===== config.mk =====
export PLATFORM = sky130hd
export DESIGN_NAME = ascii_uart_tx
export DESIGN_NICKNAME = d
export VERILOG_FILES = /design/src/rtl/uart_pkg.sv /design/src/rtl/uart_baud_gen.sv /design/src/rtl/ascii_uart_tx.sv
export SDC_FILE = /design/constraint.sdc
export NUM_CORES = 1
export LEC_CHECK = 0
export ABC_AREA = 1
export ABC_CLOCK_PERIOD_IN_PS = 1800
export BUFFER_PORTS_ARGS = -buffer_cell sky130_fd_sc_hd__clkbuf_2
export CAP_MARGIN = 20
export CORE_UTILIZATION = 52
export CTS_CLUSTER_SIZE = 25
export DETAILED_ROUTE_END_ITERATION = 16
export GPL_TIMING_DRIVEN = 0
export HOLD_SLACK_MARGIN = 0.15
export PLACE_DENSITY_LB_ADDON = 0.1
export SETUP_SLACK_MARGIN = 0.3
export SLEW_MARGIN = 20
export SYNTH_ARGS = -nofsm -noshare
export SYNTH_HDL_FRONTEND = slang
export SYNTH_HIERARCHICAL = 1
export SYNTH_SLANG_ARGS = --single-unit

===== constraint.sdc =====
create_clock -name clk -period 1.8 [get_ports clk]
set_clock_uncertainty 0.2 [all_clocks]
set_input_delay 0.27 -clock clk [delete_from_list [all_inputs] [get_ports clk]]
set_output_delay 0.27 -clock clk [all_outputs]
set_load 0.02 [all_outputs]

===== src/rtl/uart_pkg.sv =====
// Shared UART definitions: frame state encoding, data width, line idle level,
// and the clocks-per-bit helper used to size the baud counter.
package uart_pkg;

    localparam int   UART_DATA_BITS  = 8;
    localparam logic UART_IDLE_LEVEL = 1'b1;

    // PARITY is only visited when ASCII_UART_TX_PARITY_EN is defined
    typedef enum logic [2:0] {
        IDLE   = 3'd0,
        START  = 3'd1,
        DATA   = 3'd2,
        PARITY = 3'd3,
        STOP   = 3'd4
    } uart_state_t;

    // Integer clock cycles per serial bit (truncating division)
    function automatic int clks_per_bit(input int freq, input int baud);
        return freq / baud;
    endfunction

endpackage


===== src/rtl/uart_baud_gen.sv =====
// Baud counter: counts 0..CLKS_PER_BIT-1 while enabled and pulses bit_end on
// the last cycle of each bit. clr forces the count back to 0.
module uart_baud_gen #(
    parameter int CLKS_PER_BIT = 868
) (
    input  logic clk,
    input  logic rst_n,
    input  logic en,
    input  logic clr,
    output logic bit_end
);
    localparam int CW = (CLKS_PER_BIT > 2) ? $clog2(CLKS_PER_BIT) : 1;
    localparam logic [CW-1:0] LAST = CW'(CLKS_PER_BIT - 1);

    logic [CW-1:0] cnt_q, cnt_d;

    assign bit_end = en && (cnt_q == LAST);

    // Next count: clear has priority, wrap to 0 at the end of each bit
    always_comb begin
        cnt_d = cnt_q;
        if (clr) begin
            cnt_d = '0;
        end else if (en) begin
            cnt_d = (cnt_q == LAST) ? '0 : cnt_q + 1'b1;
        end
    end

    // Counter register
    always_ff @(posedge clk or negedge rst_n) begin
        if (!rst_n) cnt_q <= '0;
        else        cnt_q <= cnt_d;
    end

endmodule


===== src/rtl/ascii_uart_tx.sv =====
// ASCII UART transmitter: accepts one byte per valid/ready handshake and
// sends it LSB first as 8N1. Defining ASCII_UART_TX_PARITY_EN inserts an
// even-parity bit between the data bits and the stop bit.
module ascii_uart_tx
    import uart_pkg::*;
#(
    parameter int CLK_FREQ_HZ  = 100000000,
    parameter int BAUD         = 115200,
    parameter int CLKS_PER_BIT = clks_per_bit(CLK_FREQ_HZ, BAUD)
) (
    input  logic       clk,
    input  logic       rst_n,
    input  logic [7:0] tx_data,
    input  logic       tx_valid,
    output logic       tx_ready,
    output logic       tx,
    output logic       busy
);
    if (CLKS_PER_BIT < 2) begin : g_bad_cfg
        $error("ascii_uart_tx: CLKS_PER_BIT must be at least 2");
    end

    localparam logic [2:0] LAST_IDX = 3'(UART_DATA_BITS - 1);

    uart_state_t state_q, state_d;
    logic [UART_DATA_BITS-1:0] shreg_q, shreg_d;
    logic [2:0] bit_idx_q, bit_idx_d;
    logic tx_q, tx_d;
    logic bit_end;
`ifdef ASCII_UART_TX_PARITY_EN
    logic parity_q, parity_d;
`endif

    uart_baud_gen #(
        .CLKS_PER_BIT(CLKS_PER_BIT)
    ) u_baud (
        .clk    (clk),
        .rst_n  (rst_n),
        .en     (state_q != IDLE),
        .clr    (state_q == IDLE),
        .bit_end(bit_end)
    );

    // tx comes straight from a flop; ready/busy decode only the state register
    assign tx       = tx_q;
    assign tx_ready = (state_q == IDLE);
    assign busy     = (state_q != IDLE);

    // Frame sequencing; tx_d is the line level for the cycle after this edge
    always_comb begin
        state_d   = state_q;
        shreg_d   = shreg_q;
        bit_idx_d = bit_idx_q;
        tx_d      = tx_q;
`ifdef ASCII_UART_TX_PARITY_EN
        parity_d  = parity_q;
`endif
        case (state_q)
            IDLE: begin
                tx_d = UART_IDLE_LEVEL;
                if (tx_valid) begin
                    shreg_d   = tx_data;
                    bit_idx_d = '0;
                    tx_d      = 1'b0;
                    state_d   = START;
`ifdef ASCII_UART_TX_PARITY_EN
                    parity_d  = ^tx_data;
`endif
                end
            end
            START: begin
                if (bit_end) begin
                    tx_d    = shreg_q[0];
                    state_d = DATA;
                end
            end
            DATA: begin
                if (bit_end) begin
                    shreg_d = shreg_q >> 1;
                    if (bit_idx_q == LAST_IDX) begin
`ifdef ASCII_UART_TX_PARITY_EN
                        tx_d    = parity_q;
                        state_d = PARITY;
`else
                        tx_d    = UART_IDLE_LEVEL;
                        state_d = STOP;
`endif
                    end else begin
                        tx_d      = shreg_q[1];
                        bit_idx_d = bit_idx_q + 1'b1;
                    end
                end
            end
`ifdef ASCII_UART_TX_PARITY_EN
            PARITY: begin
                if (bit_end) begin
                    tx_d    = UART_IDLE_LEVEL;
                    state_d = STOP;
                end
            end
`endif
            STOP: begin
                tx_d = UART_IDLE_LEVEL;
                if (bit_end) state_d = IDLE;
            end
            default: begin
                tx_d    = UART_IDLE_LEVEL;
                state_d = IDLE;
            end
        endcase
    end

    // State, shift register and line registers; reset idles the line at once
    always_ff @(posedge clk or negedge rst_n) begin
        if (!rst_n) begin
            state_q   <= IDLE;
            shreg_q   <= '0;
            bit_idx_q <= '0;
            tx_q      <= UART_IDLE_LEVEL;
`ifdef ASCII_UART_TX_PARITY_EN
            parity_q  <= 1'b0;
`endif
        end else begin
            state_q   <= state_d;
            shreg_q   <= shreg_d;
            bit_idx_q <= bit_idx_d;
            tx_q      <= tx_d;
`ifdef ASCII_UART_TX_PARITY_EN
            parity_q  <= parity_d;
`endif
        end
    end

endmodule

Word level (Yosys, flattened, before mapping)
Cells that the tools add are included.
Operators by class
  $add $sub $neg: 2
  equality and inequality tests: 11
  multiplexer cells: 21
  reductions and logical operators: 9
Operators by type and width (count)
  10-bit two-way mux: 3
  3-bit two-way mux: 8
  8-bit two-way mux: 2
  8-bit one-hot mux with 2 select lines: 1
  2-bit inequality test (second input constant): 6
  3-bit one-hot mux with 4 select lines: 1
  10-bit by 1-bit adder with 10-bit output (second input constant): 1
  10-bit equality test (second input constant): 1
  3-bit equality test (second input constant): 2
  3-bit one-hot mux with 2 select lines: 1
  5-bit AND reduction: 1
  1-bit two-way mux: 4
  4-bit AND reduction: 1
  2-bit nonzero test: 2
  3-bit by 1-bit adder with 3-bit output (second input constant): 1
  3-bit by 1-bit equality test with 1-bit output (second input constant): 1
  3-bit by 2-bit equality test with 1-bit output (second input constant): 1
  3-bit logical NOT: 1
  1-bit one-hot mux with 3 select lines: 1
  3-bit AND reduction: 1
  3-bit nonzero test: 1
  2-bit AND reduction: 1
  1-bit logical AND: 1
Storage, ports and cells
  register bits after elaboration: 25
  input bits: 11
  output and inout port bits: 3

Depth between registers and ports, before layout
Gate-level depths: netlist (run 1).
  depth in word-level cells: 4
  mapped depth: 12
  gate-level depth less buffers: 11

Cells and area by module
Netlist (run 1), hierarchy kept.
Modules (own cells, without submodules)
  ascii_uart_tx: instances 1, cells an instance 109, area an instance 910.9 um^2, sequential area each 376.6 um^2
  uart_baud_gen: instances 1, cells an instance 84, area an instance 615.6 um^2, sequential area each 250.2 um^2

Least setup slack after synthesis (run 1)
OpenSTA, ideal clock, no wires.
  path kind: register to register
  start point: reg state_q[1]
  end point: reg shreg_q[3]
  data arrival time: 1.707 ns
  data required time: 1.483 ns
  path slack: -0.224 ns
  cell stages (with the launch flop): 13
  buffers on the path: 2
  cell sequence: dfrtp_1 > buf_6 > clkinv_4 > nand2_2 > nor2_4 > inv_1 > inv_1 > nor2_1 > nand3_1 > nand2_4 > buf_12 > nand2_2 > o21ai_2
Between the ends
  elaborated cells between the ends (all ways): 9
  classes of those cells: 3 x eq/ne; 1 x mux; 5 x reduce/logical
RTL lines
  from (decl): line ascii_uart_tx.sv:25  | uart_state_t state_q, state_d;
  from (signal assigned): line ascii_uart_tx.sv:124  | state_q <= state_d;
  3-bit logical NOT (*)
  net tx_ready: line ascii_uart_tx.sv:15  | output logic tx_ready,
  2-bit inequality test (no source line) / 2-bit nonzero test (equally long branches)
  3-bit AND reduction (no source line)
  to (signal assigned): line ascii_uart_tx.sv:125  | shreg_q <= shreg_d;
  to (decl): line ascii_uart_tx.sv:26  | logic [UART_DATA_BITS-1:0] shreg_q, shreg_d;
Mark *: on every way through the listed nets, which the timed path passes. The rest lies on a longest branch.
A chain may end at the register's enable or synchronous reset.

Worst setup path in the final report (run 1)
  start point: reg u_baud.cnt_q[1]
  end point: reg shreg_q[4]
Between the ends
  longest elaborated chain between the ends: 4
Ends and longest elaborated chain
  from (decl): line uart_baud_gen.sv:15  | logic [CW-1:0] cnt_q, cnt_d;
  from (signal assigned): line uart_baud_gen.sv:32  | else cnt_q <= cnt_d;
  10-bit equality test: line uart_baud_gen.sv:17  | assign bit_end = en && (cnt_q == LAST);
  1-bit logical AND: line uart_baud_gen.sv:17
  net bit_end: line ascii_uart_tx.sv:29  | logic bit_end;
  2-bit inequality test (no source line)
  3-bit AND reduction (no source line)
The timed path passes the listed nets, and every way through them passes these cells.

==> impl_metrics.json, run 1 <==
{
  "gp_congestion": 0.796,
  "arrival_ps": 1910,
  "synth_top_family_by_area": "simple AND/OR/NAND/NOR gates",
  "routedWlPerCell_um": 12.7,
  "initial_core_util_pct": 55.4,
  "fin_crit_ps": 1850,
  "ff_latch_area_um2": 628,
  "fin_nets": 256,
  "grtUsageTotal_pct": 23.3,
  "yosysTopAreaCell": "dfrtp_1",
  "cts_inserted_buffers": 3,
  "path_clk_slew_ps": 130,
  "drive_gt1_share_pct": 39.4,
  "leakage_nw": 1.07,
  "fmax_mhz": 539,
  "portBuffers": 13,
  "pin_count": 14,
  "routed_wl_mm": 3.45,
  "power.share.clock_pct": 29.0,
  "dieArea_um2": 3160,
  "intPower_mw": 0.674,
  "ys_warn_count": 6,
  "clkLatencyLatePin_ps": 310,
  "rsz0062_at_grt": "true",
  "vias_per_cell": 5.29,
  "crit_path_max_fanout": 6,
  "rows": 19,
  "overflow": 0,
  "synth-simple-area-share_pct": 34.8,
  "peakVddDrop_mv": 0.531,
  "p_per_area_nw_per_um2": 401,
  "p_sw_mw": 0.187,
  "cap_violations": 0,
  "drtIter0Drc": 56,
  "placed_area_um2": 1660,
  "antenna_found_initial": 0,
  "worst_pin_slew_ps": 644,
  "dieWidth_um": 56.2,
  "maxSlewHeadroom_pct": 57.1,
  "synth_edf_count": 0,
  "status": "finished with violations",
  "cts-htree-levels": 1,
  "synth.distinct_cells": 28,
  "violations": "negative setup slack",
  "muxShareOfSynthArea_pct": 0.656,
  "finalWorstSetupSlack_ps": -54.9,
  "vias": 1438,
  "synth_top_area_share_pct": 39.3,
  "setup_violations": 10,
  "slew_viol_final": 0,
  "drc": 0,
  "dp.final_hpwl_mm": 2.11,
  "cts_buffer_depth": 2,
  "synthXorXnorAreaFrac_pct": 2.30,
  "grt_pass1_vias": 1315,
  "switching_share_pct": 21.7,
  "crit_required_ps": 1860,
  "ys_seq_area_share_pct": 41.1,
  "comb_power_share_pct": 5.8,
  "syn_inst": 193,
  "num-fill-cells": 181,
  "grt_pass1_wl_mm": 5.75,
  "yosys.area_share.adder_pct": 2.46,
  "ant_nets": 0,
  "avgSynthCellArea_um2": 7.91,
  "startpoint_type": "flip-flop",
  "synthMostInstantiatedCell": "nand2_1",
  "dr.pass1.iters": 4,
  "synth_compound_area_share_pct": 8.44,
  "n_antenna_cell": 0,
  "synth_area_leaders": "dfrtp_1 39%, nand2_1 13%, inv_1 6.9%",
  "p_seq_share_pct": 65.2,
  "power_mw": 0.861,
  "cts_root_buf": "clkbuf_4",
  "async_reset_ff_share_pct": 100,
  "multiInputGateArea_um2": 862,
  "hold_viol_final": 0,
  "syn-cell-area_um2": 1530,
  "synth_seq_cells": 25,
  "final_area_um2": 2150,
  "core_um2": 2760,
  "crit_type": "reg2reg",
  "syn_nets": 207,
  "dp_slack_ps": -224,
  "fin_crit_sh_pct": 103,
  "die_y_um": 56.2,
  "cp-end-kind": "flip-flop",
  "setup-tns-final_ps": -367,
  "area_growth_pct": 40.7,
  "synth-main-ff-cell": "dfrtp_1",
  "cts_sinks": 25,
  "min_path_type": "in2async",
  "synth.top_cells.by_count": "54 x nand2_1, 28 x inv_1, 24 x dfrtp_1",
  "worst_hold_slack_ps": 288,
  "grt_max_degree": 26,
  "cts_tree": "yes"
}
[flip-flops by register name (all words and copies together) (netlist names)]
name,flops
state_q,3
tx,1
shreg_q,8
u_baud/cnt_q,10
bit_idx_q,3
[logic make-up (layout without fill, tap and decap cells)]
family / count (synthesis) / in the layout
AO/OA/AOI/OAI: 19 / 19
XOR/XNOR: 4 / 4
adder cells (fa/ha/maj): 3 / 3
buffers and inverters: 32 / 80
flip-flops: 25 / 25
multiplexers: 1 / 1
AND/OR/NAND/NOR: 109 / 109
[routing by layer]
layer  vias up  global-route usage (%)  wire, um  part of all wire, %
li1        702                       -         -                    -
met1       695                    31.1      1560                   45
met2        29                    39.5      1700                   49
met3        12                    3.26       102                  3.0
met4         0                    6.97        89                  2.6
met5         -                       0         0                    0
[final timing paths]
kind / start / end / slack (ps) / cells past startpoint
hold reg to reg: bit_idx_q[1] / bit_idx_q[1] / 310 / 2
max in group asynchronous: rst_n / u_baud/cnt_q[4] / 660 / 2
setup reg to reg: u_baud/cnt_q[1] / shreg_q[4] / -50 / 11
min in group clk: bit_idx_q[1] / bit_idx_q[1] / 310 / 2
hold / removal: rst_n / u_baud/cnt_q[9] / 290 / 2
setup / recovery: u_baud/cnt_q[1] / shreg_q[4] / -50 / 11
[final cells by class]
class	instances	area share, %
inverters	29	5.65
well taps	31	1.81
plain buffers	3	1.98
multi-input cells	136	40.1
flip-flops and latches	25	29.2
repair buffers	44	20.0
clock buffers	4	1.22
[metrics by stage]
| stage | utilization (%) | cells |
|---|---|---|
| finish | 77.9 | 272 |
| global route | 77.9 | 272 |
| detailed placement | 60.0 | 237 |
| floorplan | - | 193 |
| global placement | 60.0 | 237 |
| CTS | 73.7 | 266 |
[power by group through the flow]
| stage | sequential [mW] | combinational (mW) | clock (mW) |
|---|---|---|---|
| detailed placement | 0.572 | 0.0316 | 0 |
| global route | 0.562 | 0.0555 | 0.282 |
| global placement | 0.572 | 0.0307 | 0 |
| CTS | 0.562 | 0.0485 | 0.263 |
| floorplan | 0.572 | 0.00796 | 0 |
| finish | 0.562 | 0.0498 | 0.250 |
[layout by cell type (no fill, tap or decap), types with 2 or more instances in the layout]
master	n
a21oi_1	2
a21oi_2	2
buf_12	4
buf_4	11
buf_6	9
buf_8	2
clkbuf_2	10
clkbuf_4	3
dfrtp_1	23
dlygate4sd3_1	10
ha_1	2
inv_1	20
inv_2	5
inv_4	3
nand2_1	47
nand2_2	8
nand2_4	7
nand3_1	9
nand3_2	5
nand4_1	5
nor2_1	13
nor2_2	3
nor2_4	8
o21ai_1	7
o21ai_2	8
xnor2_1	2
xor2_1	2
[repair_timing]
| action | in CTS | in global routing |
|---|---|---|
| setup endpoints to repair | 27 | 28 |
| endpoints found under the hold margin | 34 | 0 |
| resized for setup | 18 | 26 |
| hold buffers | 10 | 0 |
| buffers inserted | 14 | 6 |
| cloned | 1 | 0 |
| pin swaps | 11 | 15 |
[worst max-delay path, stage by stage, from the launching register on]
cell and delay [ps]:
dfrtp_1 430, ha_4 180, inv_4 50, nor4_4 150
nand3_2 120, nor2_4 120, nand3_2 100, nand2_4 120
buf_12 120, buf_12 110, nand2_2 50, o21ai_2 50
(Power assumes the default switching activity.)
==> run 2: changes to the inputs <==
CELL_PAD_IN_SITES_DETAIL_PLACEMENT = 0   (was default)
CELL_PAD_IN_SITES_GLOBAL_PLACEMENT = 1   (was default)
CORE_UTILIZATION = 39   (was 52)
==> run 2 against run 1 <==
Compared with the run above: the run still ends with negative setup slack left; largest power group unchanged; flip-flop and latch count unchanged; routed wire length down 1.2%; sequential share of layout area is 0.17 points higher; cell area decreased by 0.58%; combinational power is 7.8% lower; non-clock buffer count down 2.
==> impl_metrics.json, run 2 (synthesis results as in run 1) <==
{
  "hold_end": "shreg_q[3]",
  "cap_violations": 0,
  "violations": "negative setup slack",
  "die_y_um": 64.6,
  "worst_pin_slew_ps": 647,
  "antenna_found_initial": 0,
  "grt_pass1_vias": 1330,
  "status": "finished with violations",
  "r2r-start": "u_baud/cnt_q[3]",
  "rsz0062_at_grt": "true",
  "initial_core_util_pct": 41.1,
  "hold_path_depth": 5,
  "layout.cells.most_common_list": "47 x nand2_1, 23 x dfrtp_1, 19 x inv_1",
  "rows": 22,
  "drtIter0Drc": 36,
  "grt_pass1_wl_mm": 5.72,
  "finalWorstSetupSlack_ps": -47.7,
  "dr.pass1.iters": 4,
  "path_clk_slew_ps": 90,
  "setup_violations": 8,
  "fin_nets": 254,
  "maxSlewHeadroom_pct": 56.9,
  "routedWlPerCell_um": 11.9,
  "drive_gt1_share_pct": 39.7,
  "dieArea_um2": 4170,
  "grt_max_degree": 26,
  "slew_viol_final": 0,
  "reg2reg_to": "state_q[1]",
  "pin_count": 14,
  "fin_crit_sh_pct": 103,
  "area_growth_pct": 39.9,
  "crit_required_ps": 1760,
  "gp_congestion": 0.826,
  "ant_nets": 0,
  "arrival_ps": 1810,
  "startpoint_type": "flip-flop",
  "hold_viol_final": 0,
  "wl_met3_um": 103,
  "drc": 0,
  "fmax_mhz": 541,
  "dp_slack_ps": -211,
  "largest_reg_flops": 10,
  "overflow": 0,
  "cts-htree-levels": 1,
  "core_um2": 3720,
  "dp.final_hpwl_mm": 2.18,
  "p_per_area_nw_per_um2": 442,
  "final_area_um2": 2140,
  "hold_path.startpoint": "tx_data[3]",
  "min_path_type": "in2reg",
  "n_antenna_cell": 0,
  "grtUsageTotal_pct": 18.0,
  "crit_type": "reg2reg",
  "leakage_nw": 1.05,
  "finalCoreUtilization_pct": 57.5,
  "largestRegisters": "u_baud/cnt_q (10), shreg_q (8)",
  "cts_sinks": 25,
  "cts_buffer_depth": 2,
  "final_common_cell": "nand2_1",
  "drt-met1-wl_mm": 1.58,
  "vias_per_cell": 4.76,
  "vias": 1366,
  "portBuffers": 13,
  "rrSetupSlack_ps": -50,
  "clkLatencyLatePin_ps": 270,
  "power_mw": 0.945,
  "cts_tree": "yes",
  "cp-end-kind": "flip-flop",
  "fin_crit_ps": 1850,
  "placed_area_um2": 1680,
  "wl_met2_mm": 1.68,
  "worst_hold_slack_ps": 163,
  "maxUsedRoutingLayer": "met4",
  "routed_wl_mm": 3.41,
  "r2r_cells": 9,
  "dieWidth_um": 64.6,
  "peakVddDrop_mv": 0.387,
  "crit_path_max_fanout": 5,
  "cts_root_buf": "clkbuf_8",
  "cts_inserted_buffers": 3,
  "top_register": "u_baud/cnt_q"
}
## run 2: worst max-delay path: stages (launching register included)
cell and delay, ps:
dfrtp_2 470, nor4_4 290, nand3_2 130, nor2_4 160, buf_6 120, inv_4 30
nand4_1 100, nand3_1 110, nand2_1 70, nand2_1 50
## run 2: metal layers
layer  global-route usage, %  up-vias
met3                    2.64        4
met1                    21.6      637
met4                    8.33        0
li1                        -      696
met2                    31.6       29
met5                       0        -
## run 2: cell type report
cell class,instances,area (um2)
well taps,48,60.1
inverters,29,121
flip-flops and latches,25,628
plain buffers,3,42.5
fillers,358,1580
multi-input cells,136,856
repair buffers,42,383
clock buffers,4,45.0
## run 2: report_power, final
group	switching [mW]	internal (mW)
clock network	0.179	0.158
registers	0	0.561
logic	0.0229	0.0231
total	0.202	0.743
## run 2: stage by stage
stage / setup TNS (ps) / instances
after floorplan: -91.2 / 193
after global placement: -2000 / 254
after detailed placement: -2170 / 254
after CTS: -7.23 / 280
after global routing: -1730 / 287
final: -174 / 287
## run 2: how the worst max path moves through the flow
stage                     cells past startpoint             from           end
after CTS                                     9  u_baud/cnt_q[0]  bit_idx_q[0]
after detailed placement                     10  u_baud/cnt_q[0]    shreg_q[4]
final                                         9  u_baud/cnt_q[3]    state_q[1]
after global placement                       10  u_baud/cnt_q[0]    shreg_q[4]
after global routing                         11  u_baud/cnt_q[0]    state_q[1]
after floorplan                              12       state_q[1]    shreg_q[3]
## run 2: timing repair
action	CTS	global route
pin swaps	16	17
gates cloned	0	1
buffers inserted	14	6
endpoints found under the setup margin	27	27
hold buffers	8	0
gates resized for setup	19	21
hold endpoints to repair	31	0
==> run 3: changes to the inputs <==
CORE_MARGIN = 8   (was default)
==> run 3 against run 2 <==
Compared with the run above: the flow still finishes with violations (negative setup slack); clock power about the same; combinational power increased by 4.8%; non-clock buffer count increased by 10; sequential power about the same; critical path depth increased by 2; utilization increased by 2.5 points; critical endpoint is now shreg_q[4]; largest power group unchanged.
==> impl_metrics.json, run 3 (synthesis results as in run 1) <==
{
  "cp_cell_sequence": "ha_4 -> inv_2 -> nor4_4 -> nand3_2 -> nor2_4 -> nand3_2 -> nand2_4 -> buf_12 -> buf_12 -> nand2_2 -> o21ai_2",
  "startpoint_type": "flip-flop",
  "top_register": "u_baud/cnt_q",
  "dp.final_hpwl_mm": 2.28,
  "maxSlewHeadroom_pct": 56.3,
  "r2r_cells": 11,
  "finalCoreUtilization_pct": 60.0,
  "grt_pass1_wl_mm": 5.89,
  "hold_end": "bit_idx_q[1]",
  "dieArea_um2": 6170,
  "fmax_mhz": 549,
  "gp_congestion": 0.800,
  "path_delay_family": "simple AND/OR/NAND/NOR gates",
  "layout.cells.most_common_list": "48 x nand2_1, 22 x dfrtp_1, 21 x inv_1",
  "grtUsageTotal_pct": 11.5,
  "r2r-start": "u_baud/cnt_q[0]",
  "n_antenna_cell": 0,
  "status": "finished with violations",
  "die_y_um": 78.6,
  "ant_nets": 0,
  "final_area_um2": 2230,
  "dr.pass1.iters": 5,
  "min_path_type": "reg2reg",
  "drtIter0Drc": 49,
  "cts_tree": "yes",
  "hold_path.startpoint": "bit_idx_q[1]",
  "cts_inserted_buffers": 3,
  "slowest_stage": "dfrtp_1",
  "vias": 1345,
  "vias_per_cell": 4.53,
  "cap_violations": 0,
  "slowest_delay_ps": 400,
  "fin_crit_ps": 1820,
  "slew_viol_final": 0,
  "drc": 0,
  "peakVddDrop_mv": 0.526,
  "largest_reg_flops": 10,
  "hold_viol_final": 0,
  "fin_crit_sh_pct": 101,
  "setup_violations": 3,
  "crit_type": "reg2reg",
  "p_per_area_nw_per_um2": 425,
  "grt_pass1_vias": 1328,
  "fin_nets": 264,
  "cp-end-kind": "flip-flop",
  "overflow": 0,
  "grt_max_degree": 26,
  "violations": "negative setup slack",
  "finalWorstSetupSlack_ps": -23.0,
  "leakage_nw": 1.09,
  "final_common_cell": "nand2_1",
  "cts_sinks": 25,
  "num-fill-cells": 311,
  "cts_buffer_depth": 2,
  "hold_path_depth": 2,
  "arrival_ps": 1820,
  "routed_wl_mm": 3.58,
  "reg2reg_to": "shreg_q[4]",
  "dp_slack_ps": -223,
  "worst-path-buf-inv": 3,
  "worst_pin_slew_ps": 655,
  "crit_required_ps": 1790,
  "path_clk_slew_ps": 80,
  "clkLatencyLatePin_ps": 270,
  "antenna_found_initial": 0,
  "pin_count": 14,
  "drive_gt1_share_pct": 40.6,
  "initial_core_util_pct": 41.1,
  "placed_area_um2": 1680,
  "largestRegisters": "u_baud/cnt_q (10), shreg_q (8)",
  "rrSetupSlack_ps": -20,
  "portBuffers": 13,
  "cts_root_buf": "clkbuf_8",
  "crit_path_max_fanout": 5,
  "routedWlPerCell_um": 12.1,
  "cts-htree-levels": 1,
  "power_mw": 0.949,
  "rsz0062_at_grt": "true",
  "core_um2": 3720,
  "dieWidth_um": 78.6,
  "area_growth_pct": 46.1,
  "rows": 22
}
==> run 3: worst max-delay path by stage <==
| stage | start | end | cells past startpoint |
|---|---|---|---|
| after detailed placement | u_baud/cnt_q[0] | shreg_q[4] | 10 |
| final | u_baud/cnt_q[0] | shreg_q[4] | 11 |
| after global placement | u_baud/cnt_q[0] | shreg_q[4] | 10 |
| after global routing | u_baud/cnt_q[0] | state_q[1] | 11 |
| after floorplan | state_q[1] | shreg_q[3] | 12 |
| after CTS | u_baud/cnt_q[0] | shreg_q[4] | 11 |
==> run 3: cell type report <==
class	count	area, um2	area share, %
Timing Repair Buffer	52	482	21.6
Multi-Input combinational cell	136	852	38.2
Inverter	29	119	5.33
Clock buffer	4	45.0	2.02
Tap cell	48	60.1	2.69
Buffer	3	42.5	1.91
Sequential cell	25	629	28.2
==> run 3: layer usage <==
metal	track usage [%]	wire (um)	vias to the layer above	part of all wire, %
met2	20.5	1760	22	49
met5	0	0	-	0
met1	13.8	1690	602	47
met4	1.67	24	0	0.67
met3	2.96	107	2	3.0
li1	-	-	719	-
==> run 3: per-stage QoR <==
stage	cells	hold slack, ps	setup TNS, ps
2_1_floorplan	193	-226	-91.2
3_3_place_gp	254	131	-2410
3_5_place_dp	254	137	-2370
4_1_cts	292	295	-493
5_1_grt	297	331	-1180
6_report	297	286	-31.9
==> run 3: worst reg2reg max path, delay by kind of cell, from the launching register on <==
kind / cells / cell delay [ps]
simple gates: 6 / 690
flops: 1 / 400
fa+ha+maj: 1 / 150
compound gates: 1 / 60
buf+inv: 3 / 270
==> run 3: repair_timing <==
| item | 4_1_cts | 5_1_grt |
|---|---|---|
| buffers inserted | 23 | 5 |
| hold buffers | 10 | 0 |
| gates cloned | 1 | 0 |
| pin swaps | 12 | 9 |
| endpoints found under the setup margin | 27 | 27 |
| gates resized for setup | 27 | 12 |
| endpoints found under the hold margin | 33 | 0 |
==> run 3: power breakdown <==
group / internal (mW) / switching, mW
Clock: 0.158 / 0.181
Combinational: 0.0260 / 0.0221
Sequential: 0.561 / 0
Total: 0.745 / 0.203
